File: src/rtl/keypad_decimal_entry.sv
// Matrix keypad scanner with debounce that builds a three-digit decimal entry
// and emits it as a binary byte when '#' is pressed.
module keypad_decimal_entry #(
  parameter int unsigned SCAN_DIV       = 12000,
  parameter int unsigned DEBOUNCE_SCANS = 4
) (
  input  logic        CLK_12MHz,
  input  logic        RST_n,
  input  logic [2:0]  KEY_COL,
  output logic [3:0]  KEY_ROW,
  output logic [7:0]  VALUE,
  output logic        VALUE_VALID,
  output logic [1:0]  DIGIT_COUNT,
  output logic [11:0] ENTRY_BCD,
  output logic        OVERFLOW
);

  localparam int unsigned DIV_W = $clog2(SCAN_DIV);
  localparam int unsigned DB_W  = $clog2(DEBOUNCE_SCANS + 1);
  localparam logic [3:0] KEY_STAR = 4'd10;
  localparam logic [3:0] KEY_HASH = 4'd11;
  localparam logic [3:0] KEY_NONE = 4'd15;

  logic [2:0]       col_meta, col_sync;
  logic [DIV_W-1:0] div_cnt;
  logic [1:0]       row_idx;
  logic             row_tc;

  logic             hit_any, hit_multi;
  logic [3:0]       hit_key;
  logic [2:0]       col_low;
  logic [1:0]       col_pop, col_idx;
  logic [3:0]       row_key, scan_key_c, cand;
  logic             scan_any_c, scan_multi_c;

  logic [3:0]       prev_cand, stable;
  logic [DB_W-1:0]  db_cnt, db_next;
  logic             accept, armed;

  logic             press_stb;
  logic [3:0]       press_key;
  logic [9:0]       acc;

  assign row_tc  = (div_cnt == DIV_W'(SCAN_DIV - 1));
  assign col_low = ~col_sync;
  assign col_pop = 2'(col_low[0]) + 2'(col_low[1]) + 2'(col_low[2]);
  assign col_idx = col_low[0] ? 2'd0 : (col_low[1] ? 2'd1 : 2'd2);

  // Key code for the single low column of the current row
  always_comb begin
    row_key = KEY_NONE;
    if (row_idx == 2'd3) begin
      case (col_idx)
        2'd0:    row_key = KEY_STAR;
        2'd1:    row_key = 4'd0;
        default: row_key = KEY_HASH;
      endcase
    end else begin
      row_key = {2'b00, row_idx} * 4'd3 + {2'b00, col_idx} + 4'd1;
    end
  end

  // Whole-scan result including the row being sampled now; multiple keys read as none
  always_comb begin
    scan_any_c   = hit_any | (col_pop != 2'd0);
    scan_multi_c = hit_multi | (col_pop > 2'd1) | (hit_any & (col_pop != 2'd0));
    scan_key_c   = hit_any ? hit_key : row_key;
    cand         = (!scan_any_c || scan_multi_c) ? KEY_NONE : scan_key_c;
    db_next      = (cand != prev_cand) ? DB_W'(1) :
                   (db_cnt == DB_W'(DEBOUNCE_SCANS)) ? db_cnt : db_cnt + DB_W'(1);
    accept       = (db_next == DB_W'(DEBOUNCE_SCANS));
  end

  // Synchronizer, row scan, debounce and press detection
  always_ff @(posedge CLK_12MHz or negedge RST_n) begin
    if (!RST_n) begin
      col_meta  <= 3'b111;
      col_sync  <= 3'b111;
      div_cnt   <= '0;
      row_idx   <= 2'd0;
      KEY_ROW   <= 4'b1110;
      hit_any   <= 1'b0;
      hit_multi <= 1'b0;
      hit_key   <= KEY_NONE;
      prev_cand <= KEY_NONE;
      stable    <= KEY_NONE;
      db_cnt    <= '0;
      armed     <= 1'b0;
      press_stb <= 1'b0;
      press_key <= KEY_NONE;
    end else begin
      col_meta  <= KEY_COL;
      col_sync  <= col_meta;
      press_stb <= 1'b0;
      if (row_tc) begin
        div_cnt <= '0;
        row_idx <= row_idx + 2'd1;
        KEY_ROW <= ~(4'b0001 << (row_idx + 2'd1));
        if (row_idx == 2'd3) begin
          hit_any   <= 1'b0;
          hit_multi <= 1'b0;
          hit_key   <= KEY_NONE;
          prev_cand <= cand;
          db_cnt    <= db_next;
          if (accept) begin
            stable <= cand;
            // Keys held through reset stay silent until a debounced release is seen
            if (cand == KEY_NONE) armed <= 1'b1;
            if (armed && stable == KEY_NONE && cand != KEY_NONE) begin
              press_stb <= 1'b1;
              press_key <= cand;
            end
          end
        end else begin
          hit_any   <= scan_any_c;
          hit_multi <= scan_multi_c;
          hit_key   <= scan_key_c;
        end
      end else begin
        div_cnt <= div_cnt + DIV_W'(1);
      end
    end
  end

  // Entry accumulator and byte output
  always_ff @(posedge CLK_12MHz or negedge RST_n) begin
    if (!RST_n) begin
      acc         <= '0;
      VALUE       <= '0;
      VALUE_VALID <= 1'b0;
      DIGIT_COUNT <= '0;
      ENTRY_BCD   <= '0;
      OVERFLOW    <= 1'b0;
    end else begin
      VALUE_VALID <= 1'b0;
      if (press_stb) begin
        if (press_key <= 4'd9) begin
          if (DIGIT_COUNT != 2'd3) begin
            acc         <= acc * 10'd10 + {6'd0, press_key};
            ENTRY_BCD   <= {ENTRY_BCD[7:0], press_key};
            DIGIT_COUNT <= DIGIT_COUNT + 2'd1;
          end
        end else if (press_key == KEY_STAR) begin
          acc         <= '0;
          ENTRY_BCD   <= '0;
          DIGIT_COUNT <= '0;
          OVERFLOW    <= 1'b0;
        end else if (press_key == KEY_HASH && DIGIT_COUNT != 2'd0) begin
          if (acc <= 10'd255) begin
            VALUE       <= acc[7:0];
            VALUE_VALID <= 1'b1;
            OVERFLOW    <= 1'b0;
          end else begin
            OVERFLOW    <= 1'b1;
          end
          acc         <= '0;
          ENTRY_BCD   <= '0;
          DIGIT_COUNT <= '0;
        end
      end
    end
  end

endmodule

File: config.mk
export PLATFORM = sky130hd
export DESIGN_NAME = keypad_decimal_entry
export DESIGN_NICKNAME = d
export VERILOG_FILES = /design/src/rtl/keypad_decimal_entry.sv
export SDC_FILE = /design/constraint.sdc
export NUM_CORES = 1
export LEC_CHECK = 0
export CAP_MARGIN = 15
export CORE_MARGIN = 2
export CORE_UTILIZATION = 55
export CTS_BUF_LIST = sky130_fd_sc_hd__clkbuf_8
export DETAILED_ROUTE_END_ITERATION = 8
export GPL_ROUTABILITY_DRIVEN = 0
export GPL_TIMING_DRIVEN = 0
export PLACE_DENSITY = 0.79
export RECOVER_POWER = 50
export SYNTH_ARGS = -nofsm -noshare
export SYNTH_HDL_FRONTEND = slang
export SYNTH_SLANG_ARGS = --single-unit
export TNS_END_PERCENT = 100
File: constraint.sdc
create_clock -name CLK_12MHz -period 3.05 [get_ports CLK_12MHz]
set_input_delay 0.915 -clock CLK_12MHz [delete_from_list [all_inputs] [get_ports CLK_12MHz]]
set_output_delay 0.915 -clock CLK_12MHz [all_outputs]
set_load 0.02 [all_outputs]
==> impl_metrics.env, run 1 <==
export IMPL_path_class="reg -> reg"
export IMPL_viasPerCell=5.59
export IMPL_pwr_share_clk=0.428
export IMPL_setup_tns_ns=-1.11
export IMPL_wl_met1_mm=3.52
export IMPL_power_frac_comb=0.043
export IMPL_synth_warnings=0
export IMPL_synth_top_area_frac=0.330
export IMPL_p_sw_w=0.000459
export IMPL_dp_cells=523
export IMPL_fp_dieArea_um2=8590
export IMPL_final_cells=553
export IMPL_synth_nets=424
export IMPL_min_path_type="reg -> reg"
export IMPL_layout_drive_gt1_share=0.242
export IMPL_ir_worst_vdd_v=0.000309
export IMPL_grt_max_degree=51
export IMPL_synthArstFlopShare=1.00
export IMPL_hpwl_mm=5.91
export IMPL_hold_violations=0
export IMPL_n_antenna_cell=0
export IMPL_grt_antenna_before_repair=0
export IMPL_synth_area_per_cell_um2=11.2
export IMPL_synth_seq_area_share=0.481
export IMPL_violations="max-capacitance violations, max-slew violations, negative setup slack"
export IMPL_first_iter_violations=114
export IMPL_core_area_um2=7690
export IMPL_post_route_min_period_ns=3.17
export IMPL_cts_buffers=9
export IMPL_cp_start_kind="flip-flop"
export IMPL_nets=482
export IMPL_whs_ns=0.358
export IMPL_hold_buffers=0
export IMPL_cp_startpoint="col_sync[1]"
export IMPL_syn_area_um2=4330
export IMPL_ys_types=64
export IMPL_area_delta_synth_final_pct=19.8
export IMPL_track_usage=0.216
export IMPL_grt_pass1_wl_mm=14.7
export IMPL_p_sw_frac=0.221
export IMPL_die_y_um=92.7
export IMPL_top_layer="met4"
export IMPL_rsz0062_at_grt="yes"
export IMPL_fin_skew_ns=0.00423
export IMPL_p_int_w=0.00162
export IMPL_synth_area_leaders="dfrtp_1 (33%), dfstp_2 (15%), ha_1 (7.5%), mux2_2 (4.4%), a22o_1 (3.2%)"
export IMPL_met2RoutedLength_mm=4.65
export IMPL_slew_viol_final=34
export IMPL_die_w_um=92.7
export IMPL_relSlewSlack=-0.138
export IMPL_cp_max_fo=7
export IMPL_postSynthCellCount=388
export IMPL_most_common_layout_cells="dfrtp_1 (57), nand2_1 (32), nor2_1 (29)"
export IMPL_vias=3093
export IMPL_drc=0
export IMPL_grt_pass1_vias=3181
export IMPL_ant_nets=0
export IMPL_clock_latency_ns=0.35
export IMPL_end_kind="flip-flop"
export IMPL_critical_path_required_ns=3.33
export IMPL_max_freq_mhz=315
export IMPL_io_buffer_count=32
export IMPL_finalSetupViolCount=12
export IMPL_rr_endpoint="press_key[3]"
export IMPL_worstSetupEndpoint="press_key[3]"
export IMPL_cts_tree="built"
export IMPL_wl_per_cell_um=15.5
export IMPL_min_period_over_period=1.04
export IMPL_gr_total_overflow=0
export IMPL_holdPathStages=0
export IMPL_drv_cap=1
export IMPL_status="finished, violations left"
export IMPL_layout_commonest_cell="dfrtp_1"
export IMPL_htree_levels=3
export IMPL_reg2reg_from="col_sync[1]"
export IMPL_ys_flop_type="dfrtp_1"
export IMPL_r2r_cells=10
export IMPL_cts_buffer_depth=2
export IMPL_synth_largest_area_cell="dfrtp_1"
export IMPL_rrSetupSlack_ns=-0.12
export IMPL_fin_util=0.674
export IMPL_tightest_slew_ns=1.71
export IMPL_start_util=0.563
export IMPL_cts_sinks=82
export IMPL_ys_seq_elements=82
export IMPL_power_frac_seq=0.529
export IMPL_leakagePower_nw=2.36
export IMPL_clk_pin_slew_ns=0.08
export IMPL_cts_root_buffer="clkbuf_8"
export IMPL_synth_edff_count=0
export IMPL_dr_pass1_iters=4
export IMPL_totalWireLength_mm=8.56
export IMPL_setup_ws_ns=-0.120
export IMPL_row_count=32
export IMPL_power_density_nw_per_um2=400
export IMPL_cp_data_arrival_time_ns=3.45
export IMPL_dr_wl_met3_um=263
export IMPL_ios=33
[state kept, by name, indices dropped and copies added (netlist names), 2 cells and up]
| signal | cells |
|---|---|
| DIGIT_COUNT | 2 |
| ENTRY_BCD | 12 |
| KEY_ROW | 4 |
| VALUE | 8 |
| acc | 9 |
| col_meta | 3 |
| col_sync | 3 |
| db_cnt | 3 |
| div_cnt | 14 |
| hit_key | 4 |
| press_key | 4 |
| prev_cand | 4 |
| row_idx | 2 |
| stable | 4 |
[worst min-delay path by stage]
stage / start / endpoint / slack (ns)
floorplan: col_meta[0] / col_sync[0] / 0.35
global placement: col_meta[2] / col_sync[2] / 0.35
detailed placement: col_meta[2] / col_sync[2] / 0.35
CTS: col_meta[2] / col_sync[2] / 0.36
global route: col_meta[2] / col_sync[2] / 0.36
finish: col_meta[2] / col_sync[2] / 0.36
[synth_stat cells, drive strengths merged, types with 5 or more instances]
library cell	number
nand3	15
inv	25
nor4	5
nand2	34
clkbuf	9
nand4	5
nor3	8
xor2	12
a21oi	14
a22o	16
o21ai	17
xnor2	16
ha	26
dfrtp	57
fa	5
mux2	21
nor2	29
dfstp	25
[cell type report]
type,instances,area [um2]
clock buffer,10,138
clock inverter,6,87.6
fill,621,2500
timing repair buffer,47,430
multi-input combinational,270,2170
tap,102,128
buffer,11,56.3
sequential,82,2080
inverter,25,96.3
[what timing repair did]
| action | CTS | global route |
|---|---|---|
| endpoints found under the setup margin | 13 | 14 |
| pin swaps | 7 | 1 |
| endpoints found under the hold margin | 0 | 0 |
| buffers inserted | 9 | 5 |
| gates resized for setup | 9 | 4 |
[critical path, stage by stage, from the launching register on]
cell and delay (ns):
dfstp_2 0.57, nand2_2 0.06, fa_1 0.53, fa_2 0.45
nor2b_4 0.14, o31ai_4 0.34, and4_1 0.25, mux2i_1 0.08
nand3_2 0.16, nand4_4 0.18, mux2_4 0.33
[power by group through the flow]
stage	logic, W	registers, W	clock network, W
2_1_floorplan	0.0000381	0.00112	0
3_3_place_gp	0.0000716	0.00112	0
3_5_place_dp	0.0000788	0.00112	0
4_1_cts	0.0000933	0.00110	0.000914
5_1_grt	0.0000994	0.00110	0.000956
6_report	0.0000894	0.00110	0.000888
[stage by stage]
stage	worst slack (ns)	area [um2]	total power [W]
final	-0.120	5180	0.00207
after global routing	-0.235	5180	0.00215
after CTS	-0.0960	5160	0.00210
after detailed placement	-0.332	4830	0.00120
after global placement	-1.69	4800	0.00119
after floorplan	-0.0995	4350	0.00116
[cells by family (layout without fill, tap and decap cells)]
family,Yosys count,in the layout,share of synthesized area
xor+xnor,28,28,0.0567
fa+ha+maj,31,31,0.0983
mux,23,23,0.0628
flops,82,82,0.481
buf+inv,36,99,0.0353
compound gates,63,63,0.103
simple gates,125,125,0.163
[metal layers]
| layer | vias up | GRT usage |
|---|---|---|
| met5 | - | 0 |
| met1 | 1546 | 0.253 |
| met3 | 12 | 0.0570 |
| met4 | 0 | 0.0674 |
| li1 | 1476 | - |
| met2 | 59 | 0.389 |
Note: power is estimated with default switching activity, not from simulation.
==> inputs of run 2 (changes only) <==
--- a/config.mk
+++ b/config.mk
@@ -7,2 +7,3 @@
 export LEC_CHECK = 0
+export ABC_CLOCK_PERIOD_IN_PS = 3050
 export CAP_MARGIN = 15
@@ -16,2 +17,3 @@
 export RECOVER_POWER = 50
+export SETUP_SLACK_MARGIN = 0.5
 export SYNTH_ARGS = -nofsm -noshare
--- a/constraint.sdc
+++ b/constraint.sdc
@@ -3,2 +3,2 @@
 set_output_delay 0.915 -clock CLK_12MHz [all_outputs]
-set_load 0.02 [all_outputs]
+set_load 0.01 [all_outputs]
==> impl_metrics.env, run 2 (synthesis gave the netlist of run 1 again) <==
export IMPL_status="finished, violations left"
export IMPL_violations="max-capacitance violations, max-slew violations, negative setup slack"
export IMPL_largest_register_ffs=14
export IMPL_cts_sinks=82
export IMPL_grt_pass1_vias=3103
export IMPL_setup_ws_ns=-0.114
export IMPL_path_class="reg -> reg"
export IMPL_leakagePower_nw=2.38
export IMPL_rr_endpoint="press_key[1]"
export IMPL_critical_path_required_ns=3.32
export IMPL_rrSetupSlack_ns=-0.11
export IMPL_wl_per_cell_um=15.1
export IMPL_cts_tree="built"
export IMPL_cts_buffer_depth=2
export IMPL_hold_buffers=0
export IMPL_area_delta_synth_final_pct=21.1
export IMPL_setup_tns_ns=-0.931
export IMPL_grt_busiest_layer="met2"
export IMPL_relSlewSlack=-0.139
export IMPL_drv_cap=1
export IMPL_layout_commonest_cell="dfrtp_1"
export IMPL_track_usage=0.203
export IMPL_die_y_um=92.7
export IMPL_core_area_um2=7690
export IMPL_post_route_min_period_ns=3.16
export IMPL_clock_latency_ns=0.35
export IMPL_hpwl_mm=5.85
export IMPL_fp_dieArea_um2=8590
export IMPL_row_count=32
export IMPL_min_path_type="reg -> reg"
export IMPL_final_cells=557
export IMPL_worstSetupEndpoint="press_key[1]"
export IMPL_rsz0062_at_grt="yes"
export IMPL_n_antenna_cell=0
export IMPL_die_w_um=92.7
export IMPL_power_density_nw_per_um2=359
export IMPL_hold_violations=0
export IMPL_clk_pin_slew_ns=0.08
export IMPL_ios=33
export IMPL_cp_startpoint="col_sync[1]"
export IMPL_ant_nets=0
export IMPL_cp_max_fo=5
export IMPL_nets=486
export IMPL_whs_ns=0.362
export IMPL_top_register="div_cnt"
export IMPL_drc=0
export IMPL_end_kind="flip-flop"
export IMPL_cts_root_buffer="clkbuf_8"
export IMPL_grt_max_degree=50
export IMPL_use_met1=0.239
export IMPL_tightest_slew_ns=1.71
export IMPL_use_met2=0.355
export IMPL_dpl_cell_area_um2=4830
export IMPL_largestRegisters="div_cnt: 14 flops, ENTRY_BCD: 12 flops, acc: 9 flops"
export IMPL_cp_data_arrival_time_ns=3.44
export IMPL_fin_skew_ns=0.0132
export IMPL_viasPerCell=5.53
export IMPL_io_buffer_count=32
export IMPL_max_freq_mhz=316
export IMPL_finalSetupViolCount=12
export IMPL_htree_levels=3
export IMPL_slew_viol_final=35
export IMPL_dr_pass1_iters=4
export IMPL_fillerInstances=590
export IMPL_vias=3079
export IMPL_min_period_over_period=1.04
export IMPL_r2r_cells=10
export IMPL_grt_pass1_wl_mm=13.8
export IMPL_first_iter_violations=70
export IMPL_grtUsageMet3=0.0504
export IMPL_most_common_layout_cells="dfrtp_1 (55), nand2_1 (31), nor2_1 (28), clkdlybuf4s50_1 (28)"
export IMPL_cp_start_kind="flip-flop"
export IMPL_pre_cts_ws_ns=-0.374
export IMPL_postLayoutCellArea_um2=5240
export IMPL_reg2reg_from="col_sync[1]"
export IMPL_dp_cells=523
export IMPL_cts_buffers=9
export IMPL_layout_drive_gt1_share=0.286
export IMPL_totalWireLength_mm=8.40
export IMPL_ir_worst_vdd_v=0.000285
export IMPL_gr_total_overflow=0
export IMPL_start_util=0.563
export IMPL_grt_antenna_before_repair=0
[run 2: changes by cell type in the layout (fill, tap and decap cells not counted), sizes merged]
cell / before / now
buf: 16 / 20
bufinv: 2 / 0
clkinvlp: 0 / 1
inv: 27 / 28
[run 2: per-layer routing]
metal / vias to the layer above / share of wire / routed length (um)
li1: 1481 / - / -
met1: 1516 / 0.40 / 3380
met2: 67 / 0.54 / 4530
met3: 15 / 0.037 / 311
met4: 0 / 0.021 / 177
met5: - / 0 / 0
[run 2: worst min path at each step]
stage | start | endpoint | slack (ns) | cells after the start
after floorplan | col_meta[0] | col_sync[0] | 0.35 | 0
after global placement | col_meta[2] | col_sync[2] | 0.35 | 0
after detailed placement | col_meta[2] | col_sync[2] | 0.35 | 0
after CTS | col_meta[2] | col_sync[2] | 0.36 | 0
after global routing | col_meta[2] | col_sync[2] | 0.37 | 0
final | col_meta[2] | col_sync[2] | 0.36 | 0
[run 2: where the power goes]
group	total [W]	switching (W)	internal, W
clock network	0.000693	0.000380	0.000312
registers	0.00110	0.00000251	0.00109
logic	0.0000903	0.0000564	0.0000339
total	0.00188	0.000439	0.00144
[run 2: layout make-up]
| cell class | count | area [um2] | share of cell area |
|---|---|---|---|
| Tap cell | 102 | 128 | 0.0243 |
| Clock buffer | 10 | 138 | 0.0263 |
| Sequential cell | 82 | 2090 | 0.398 |
| Timing Repair Buffer | 51 | 457 | 0.0871 |
| Multi-Input combinational cell | 270 | 2240 | 0.428 |
| Inverter | 25 | 96.3 | 0.0184 |
| Clock inverter | 6 | 33.8 | 0.00645 |
| Buffer | 11 | 58.8 | 0.0112 |
[run 2: critical path: stages (launching register included)]
cell     delay (ns)
dfstp_2        0.57
nand2_2        0.07
fa_1           0.48
fa_2           0.38
xor2_2         0.17
o31ai_4        0.28
or3_1          0.17
a21oi_1        0.06
a311o_2        0.44
nand4_4        0.17
mux2_4         0.31
[run 2: what timing repair did]
action | CTS | global route
endpoints found under the setup margin | 18 | 17
pin swaps | 6 | 13
hold endpoints to repair | 0 | 0
setup buffers | 10 | 7
gates resized for setup | 11 | 23
[run 2: stage by stage]
stage	utilization	total power (W)
3_3_place_gp	0.625	0.00119
3_5_place_dp	0.628	0.00120
5_1_grt	0.682	0.00196
2_1_floorplan	-	0.00116
6_report	0.682	0.00188
4_1_cts	0.667	0.00191
==> inputs of run 3 (changes only) <==
ABC_CLOCK_PERIOD_IN_PS = default   (was 3050)
==> results of run 3 <==
Final layout, timing and power as in run 2 (identical DEF).
